$ cat src/rtl/fabric_cfg_loader.sv
// Configuration sequencer: packs IN_W stream words into CFG_W rows and strobes them into the fabric.
// Optional CFG_CHECKSUM_EN: an XOR trailer word follows the last row; a mismatch parks in ERROR.
module fabric_cfg_loader #(
  parameter int CFG_W      = 384,
  parameter int NUM_ROWS   = 267,
  parameter int IN_W       = 32,
  parameter int SETTLE_CYC = 10
) (
  input  logic                clock,
  input  logic                rst,
  input  logic                start,
  input  logic [IN_W-1:0]     s_data,
  input  logic                s_valid,
  output logic                s_ready,
  output logic [CFG_W-1:0]    configs_in,
  output logic [NUM_ROWS-1:0] configs_en,
  output logic                ff_en,
  output logic                rdy,
  output logic                busy,
  output logic                err
);

  localparam int WPR = CFG_W / IN_W;
  localparam int WCW = (WPR > 1) ? $clog2(WPR) : 1;
  localparam int RW  = (NUM_ROWS > 1) ? $clog2(NUM_ROWS) : 1;
  localparam int SCW = (SETTLE_CYC > 1) ? $clog2(SETTLE_CYC) : 1;
  localparam logic [WCW-1:0] LAST_WORD   = WCW'(WPR - 1);
  localparam logic [RW-1:0]  LAST_ROW    = RW'(NUM_ROWS - 1);
  localparam logic [SCW-1:0] SETTLE_LAST = SCW'(SETTLE_CYC - 1);

  typedef enum logic [2:0] {
    IDLE, LOAD, SETUP, STROBE, SETTLE, ARM, DONE
`ifdef CFG_CHECKSUM_EN
    , ERROR
`endif
  } state_t;

  state_t              state_q, state_d;
  logic                s_ready_q, s_ready_d;
  logic [CFG_W-1:0]    configs_in_q, configs_in_d;
  logic [NUM_ROWS-1:0] configs_en_q, configs_en_d;
  logic                ff_en_q, ff_en_d;
  logic                rdy_q, rdy_d;
  logic                busy_q, busy_d;
  logic                err_q, err_d;
  logic [WCW-1:0]      word_cnt_q, word_cnt_d;
  logic [RW-1:0]       row_q, row_d;
  logic [SCW-1:0]      settle_q, settle_d;
  logic [CFG_W-1:0]    asm_q, asm_d;
`ifdef CFG_CHECKSUM_EN
  logic [IN_W-1:0]     xor_q, xor_d;
  logic                trailer_q, trailer_d;
`endif
  logic                accept;
  logic                go;
  logic [CFG_W-1:0]    asm_ins;

  always_comb begin
    state_d      = state_q;
    s_ready_d    = s_ready_q;
    configs_in_d = configs_in_q;
    configs_en_d = '0;
    ff_en_d      = ff_en_q;
    rdy_d        = rdy_q;
    busy_d       = busy_q;
    err_d        = err_q;
    word_cnt_d   = word_cnt_q;
    row_d        = row_q;
    settle_d     = settle_q;
    asm_d        = asm_q;
`ifdef CFG_CHECKSUM_EN
    xor_d        = xor_q;
    trailer_d    = trailer_q;
`endif
    go           = 1'b0;
    accept       = s_valid & s_ready_q;
    asm_ins      = asm_q;
    asm_ins[int'(word_cnt_q)*IN_W +: IN_W] = s_data;

    case (state_q)
      IDLE: go = start;
      LOAD: begin
        if (accept) begin
          asm_d = asm_ins;
          if (word_cnt_q == LAST_WORD) begin
            configs_in_d = asm_ins;
            s_ready_d    = 1'b0;
            word_cnt_d   = '0;
            state_d      = SETUP;
          end else begin
            word_cnt_d = word_cnt_q + WCW'(1);
          end
`ifdef CFG_CHECKSUM_EN
          xor_d = xor_q ^ s_data;
          // The trailer is compared, never packed into a row.
          if (trailer_q) begin
            asm_d        = asm_q;
            word_cnt_d   = word_cnt_q;
            configs_in_d = configs_in_q;
            s_ready_d    = 1'b0;
            if (s_data == xor_q) begin
              state_d  = SETTLE;
              settle_d = SETTLE_LAST;
            end else begin
              state_d = ERROR;
              err_d   = 1'b1;
              busy_d  = 1'b0;
            end
          end
`endif
        end
      end
      SETUP: begin
        configs_en_d = NUM_ROWS'(1) << row_q;
        state_d      = STROBE;
      end
      STROBE: begin
        if (row_q == LAST_ROW) begin
          row_d = '0;
`ifdef CFG_CHECKSUM_EN
          state_d   = LOAD;
          trailer_d = 1'b1;
          s_ready_d = 1'b1;
`else
          state_d  = SETTLE;
          settle_d = SETTLE_LAST;
`endif
        end else begin
          row_d     = row_q + RW'(1);
          state_d   = LOAD;
          s_ready_d = 1'b1;
        end
      end
      SETTLE: begin
        if (settle_q == '0) begin
          ff_en_d  = 1'b1;
          settle_d = SETTLE_LAST;
          state_d  = ARM;
        end else begin
          settle_d = settle_q - SCW'(1);
        end
      end
      ARM: begin
        if (settle_q == '0) begin
          rdy_d   = 1'b1;
          busy_d  = 1'b0;
          state_d = DONE;
        end else begin
          settle_d = settle_q - SCW'(1);
        end
      end
      DONE: go = start;
`ifdef CFG_CHECKSUM_EN
      ERROR: go = start;
`endif
      default: state_d = IDLE;
    endcase

    if (go) begin
      state_d    = LOAD;
      s_ready_d  = 1'b1;
      busy_d     = 1'b1;
      ff_en_d    = 1'b0;
      rdy_d      = 1'b0;
      err_d      = 1'b0;
      word_cnt_d = '0;
      row_d      = '0;
`ifdef CFG_CHECKSUM_EN
      xor_d      = '0;
      trailer_d  = 1'b0;
`endif
    end
  end

  always_ff @(posedge clock) begin
    if (rst) begin
      state_q      <= IDLE;
      s_ready_q    <= 1'b0;
      configs_in_q <= '0;
      configs_en_q <= '0;
      ff_en_q      <= 1'b0;
      rdy_q        <= 1'b0;
      busy_q       <= 1'b0;
      err_q        <= 1'b0;
      word_cnt_q   <= '0;
      row_q        <= '0;
      settle_q     <= '0;
      asm_q        <= '0;
`ifdef CFG_CHECKSUM_EN
      xor_q        <= '0;
      trailer_q    <= 1'b0;
`endif
    end else begin
      state_q      <= state_d;
      s_ready_q    <= s_ready_d;
      configs_in_q <= configs_in_d;
      configs_en_q <= configs_en_d;
      ff_en_q      <= ff_en_d;
      rdy_q        <= rdy_d;
      busy_q       <= busy_d;
      err_q        <= err_d;
      word_cnt_q   <= word_cnt_d;
      row_q        <= row_d;
      settle_q     <= settle_d;
      asm_q        <= asm_d;
`ifdef CFG_CHECKSUM_EN
      xor_q        <= xor_d;
      trailer_q    <= trailer_d;
`endif
    end
  end

  assign s_ready    = s_ready_q;
  assign configs_in = configs_in_q;
  assign configs_en = configs_en_q;
  assign ff_en      = ff_en_q;
  assign rdy        = rdy_q;
  assign busy       = busy_q;
  assign err        = err_q;

endmodule

$ cat config.mk
export PLATFORM = sky130hd
export DESIGN_NAME = fabric_cfg_loader
export DESIGN_NICKNAME = d
export VERILOG_FILES = /design/src/rtl/fabric_cfg_loader.sv
export SDC_FILE = /design/constraint.sdc
export NUM_CORES = 2
export LEC_CHECK = 0
export ABC_CLOCK_PERIOD_IN_PS = 6100
export BUFFER_PORTS_ARGS = -buffer_cell sky130_fd_sc_hd__buf_2
export CORE_ASPECT_RATIO = 0.9
export CORE_MARGIN = 2
export CORE_UTILIZATION = 39
export DETAILED_ROUTE_END_ITERATION = 10
export PLACE_DENSITY = 0.59
export SYNTH_ARGS = -nofsm -noshare
export SYNTH_HDL_FRONTEND = slang
export SYNTH_SLANG_ARGS = --single-unit
$ cat constraint.sdc
create_clock -name clock -period 6.1 [get_ports clock]
set_clock_uncertainty 0.2 [all_clocks]
set_input_delay 1.22 -clock clock [delete_from_list [all_inputs] [get_ports clock]]
set_output_delay 1.22 -clock clock [all_outputs]
set_load 0.05 [all_outputs]
==> run metrics <==
critical path required time=6460 ps; fmax=0.229 GHz; drt pass-1 iters=7; Post-Syn Nets=4570; Hold Crit Class=flop to flop; CP max-delay cell=dfxtp_1; Final Hold Fails=0; Die ar.=106000 um2; Top FF cell, synth=dfxtp_1; root cell of the clock tree=clkbuf_16; FF+latch count, synth=1059; Post-synth EDFFs=0; RSZ-0062 raised after global routing=false; CTS clk-pin slew, worst paths=70 ps; Final Cycle Share=71.5%; crit end category=flop; pin count of the biggest net entering global routing=214; depth of the worst register-to-register path=7; layout cell share with drive strength beyond 1=19.8%; clk_lat worst skew=700 ps; Post-DP Area=43700 um2; worst-path fanout max=41; CTS H-tree lvls=3; Fin Setup TNS=0 ps; count of cells resized by post-cts repair=0; Post-CTS Setup Repair Bufs=0; TritonCTS clock tree=done; max-cap violation count=0; FF-to-FF Start=word_cnt_q[0]; Critical Path Start=word_cnt_q[0]; most common cell after layout, fill and taps aside=dfxtp_1; CP delay by family, top=compound AO/OA/AOI/OAI gates; area delta synth->final=18.1%; grt total ovfl=0; Routed WL=146000 um; drt drc=0; stages on the worst setup path=7; first-pass GRT wire length=211000 um; setup violators final=0; crit path to=configs_in[256]; reg2reg setup slack=1740 ps; Final Slew Violations=0; via/cell ratio=5.51; post-synthesis sequential area ratio=52.7%; nets@finish=4919; CTS Hold Bufs=0; num rows=111; worst path buffer plus inverter count=2; initial drt markers=3519; mapped cell area=40200 um2; Final Power=14.3 mW; Final ANT Viol Nets=0; Worst-Margin Slew=1270 ps; Total GRT Usage=26.5%; Async SR Flop Fraction=0%; crit-path cells=inv_1, ha_1, nand3b_1, a21o_1, buf_4, nor2_1, a2111oi_1; Non-Filler Cell Area, Final=47500 um2; VDD IR max=0.000234 V; yosys warns=0; Crit Path Category=flop to flop; Critical Path Start Type=flop; CTS buffer count=108; Synth cell types=80; # port buffers=690; io pins=692; RR Endpoint=configs_in[256]; DP HPWL=89100 um; vias=34843; Chip Width=342 um; antenna violations before repair=9; clk buf depth=3; relative slew slack=14.8%; Die Y=309 um; clock sinks=1059; via count of the first global-routing pass=31288; wire per inst=23.2 um; outcome=finished, final reports clean; GPL Wtd Cong=0.849; Mapped Avg Cell Area=8.89 um2; Post-Synthesis Cells=4523; max incr delay on CP=870 ps; leak pwr=17.9 nW; Tmin final=4360 ps; most frequent cells in the layout=dfxtp_1 (1059), buf_2 (689), nor2_1 (616); Power Density=301 nW/um2; crit path DAT=4730 ps; Core ar.=102000 um2; initial core utilization=39.4%
power by group:
part	internal, mW	total (mW)	switching [mW]	leakage [nW]
sequential	6.92	6.93	0.00617	8.53
combinational	0.0542	0.374	0.320	7.53
clock	4.06	6.98	2.92	1.86
routing by layer:
layer  vias up  share of wire [%]  track usage [%]
li1      16531                  -                -
met5         -             0.0061                0
met1     16892                 44             36.6
met3       244                6.8             4.65
met4         2                3.7             9.82
met2      1174                 46             41.3
worst min path at each step:
stage | startpoint | end | slack (ps) | cells past startpoint
after floorplan | asm_q[0] | asm_q[0] | 230 | 2
after CTS | asm_q[1] | asm_q[1] | 250 | 2
after detailed placement | asm_q[1] | asm_q[1] | 240 | 2
after global routing | asm_q[174] | asm_q[174] | 270 | 2
final | asm_q[23] | asm_q[23] | 250 | 2
after global placement | asm_q[8] | asm_q[8] | 240 | 2
synth_stat cells (3+ instances only):
library cell | instances | share of area, %
dfxtp_1 | 1059 | 53
nor2_1 | 619 | 5.8
nand2_1 | 505 | 4.7
o21ai_0 | 358 | 4.5
clkbuf_1 | 310 | 2.9
mux2i_1 | 282 | 7.0
a21oi_1 | 275 | 3.4
nand3_1 | 193 | 2.4
a211oi_1 | 164 | 3.1
a311oi_1 | 161 | 3.5
nand4_1 | 151 | 2.3
buf_2 | 129 | 1.6
a31oi_1 | 58 | 0.90
buf_4 | 39 | 0.73
buf_1 | 22 | 0.21
inv_1 | 13 | 0.12
ha_1 | 11 | 0.34
o21ai_1 | 11 | 0.14
a2111oi_1 | 10 | 0.25
nand2b_1 | 10 | 0.16
or3_1 | 8 | 0.12
a22o_1 | 7 | 0.15
and2_1 | 7 | 0.11
clkbuf_2 | 7 | 0.087
mux2_2 | 7 | 0.20
nor2b_1 | 7 | 0.11
nor3_1 | 7 | 0.087
nand3b_1 | 6 | 0.11
xnor2_1 | 5 | 0.11
and3_1 | 4 | 0.062
nor4_1 | 4 | 0.062
or2_1 | 4 | 0.062
buf_6 | 3 | 0.084
nor4_4 | 3 | 0.16
o22ai_1 | 3 | 0.047
worst min-delay path: cells and delay by family, from the launching register on:
kind,cells,cell delay [ps]
and+or+nand+nor,1,50
DFF,1,310
AOI/OAI and AO/OA,1,50
metrics by stage:
step / setup WS (ps) / hold WS [ps] / utilization [%] / std cells
global placement: 1910 / 237 / 42.8 / 6118
finish: 1740 / 250 / 46.5 / 6322
floorplan: 3330 / 232 / - / 4523
CTS: 1750 / 253 / 46.5 / 6320
global route: 1370 / 265 / 46.5 / 6321
detailed placement: 1780 / 245 / 42.8 / 6118
cell families (layout without fill, tap and decap cells):
logic type	Yosys count	after routing	share of synthesized area [%]
AO/OA/AOI/OAI	1070	1070	16.6
XOR/XNOR	8	8	0.193
adder cells (fa/ha/maj)	11	11	0.342
buffers and inverters	524	965	5.74
flip-flops	1059	1059	52.7
multiplexers	289	289	7.22
other	1	3	0.00933
AND/OR/NAND/NOR	1561	1561	17.2
flip-flops by register name, indices dropped and copies added, names as in the netlist, 3 cells and up:
| signal | count |
|---|---|
| asm_q | 384 |
| configs_en | 267 |
| configs_in | 384 |
| row_q | 9 |
| settle_q | 4 |
| state_q | 3 |
| word_cnt_q | 4 |
layout make-up:
type / count / area [um2]
Clock inverter: 39 / 508
Antenna cell: 2 / 5.00
Timing Repair Buffer: 749 / 3980
Inverter: 14 / 57.6
Sequential cell: 1059 / 21200
Tap cell: 1356 / 1700
Fill cell: 9933 / 54600
Clock buffer: 163 / 3270
Multi-Input combinational cell: 2940 / 16800
No activity file was read; power rests on OpenSTA's default activity.
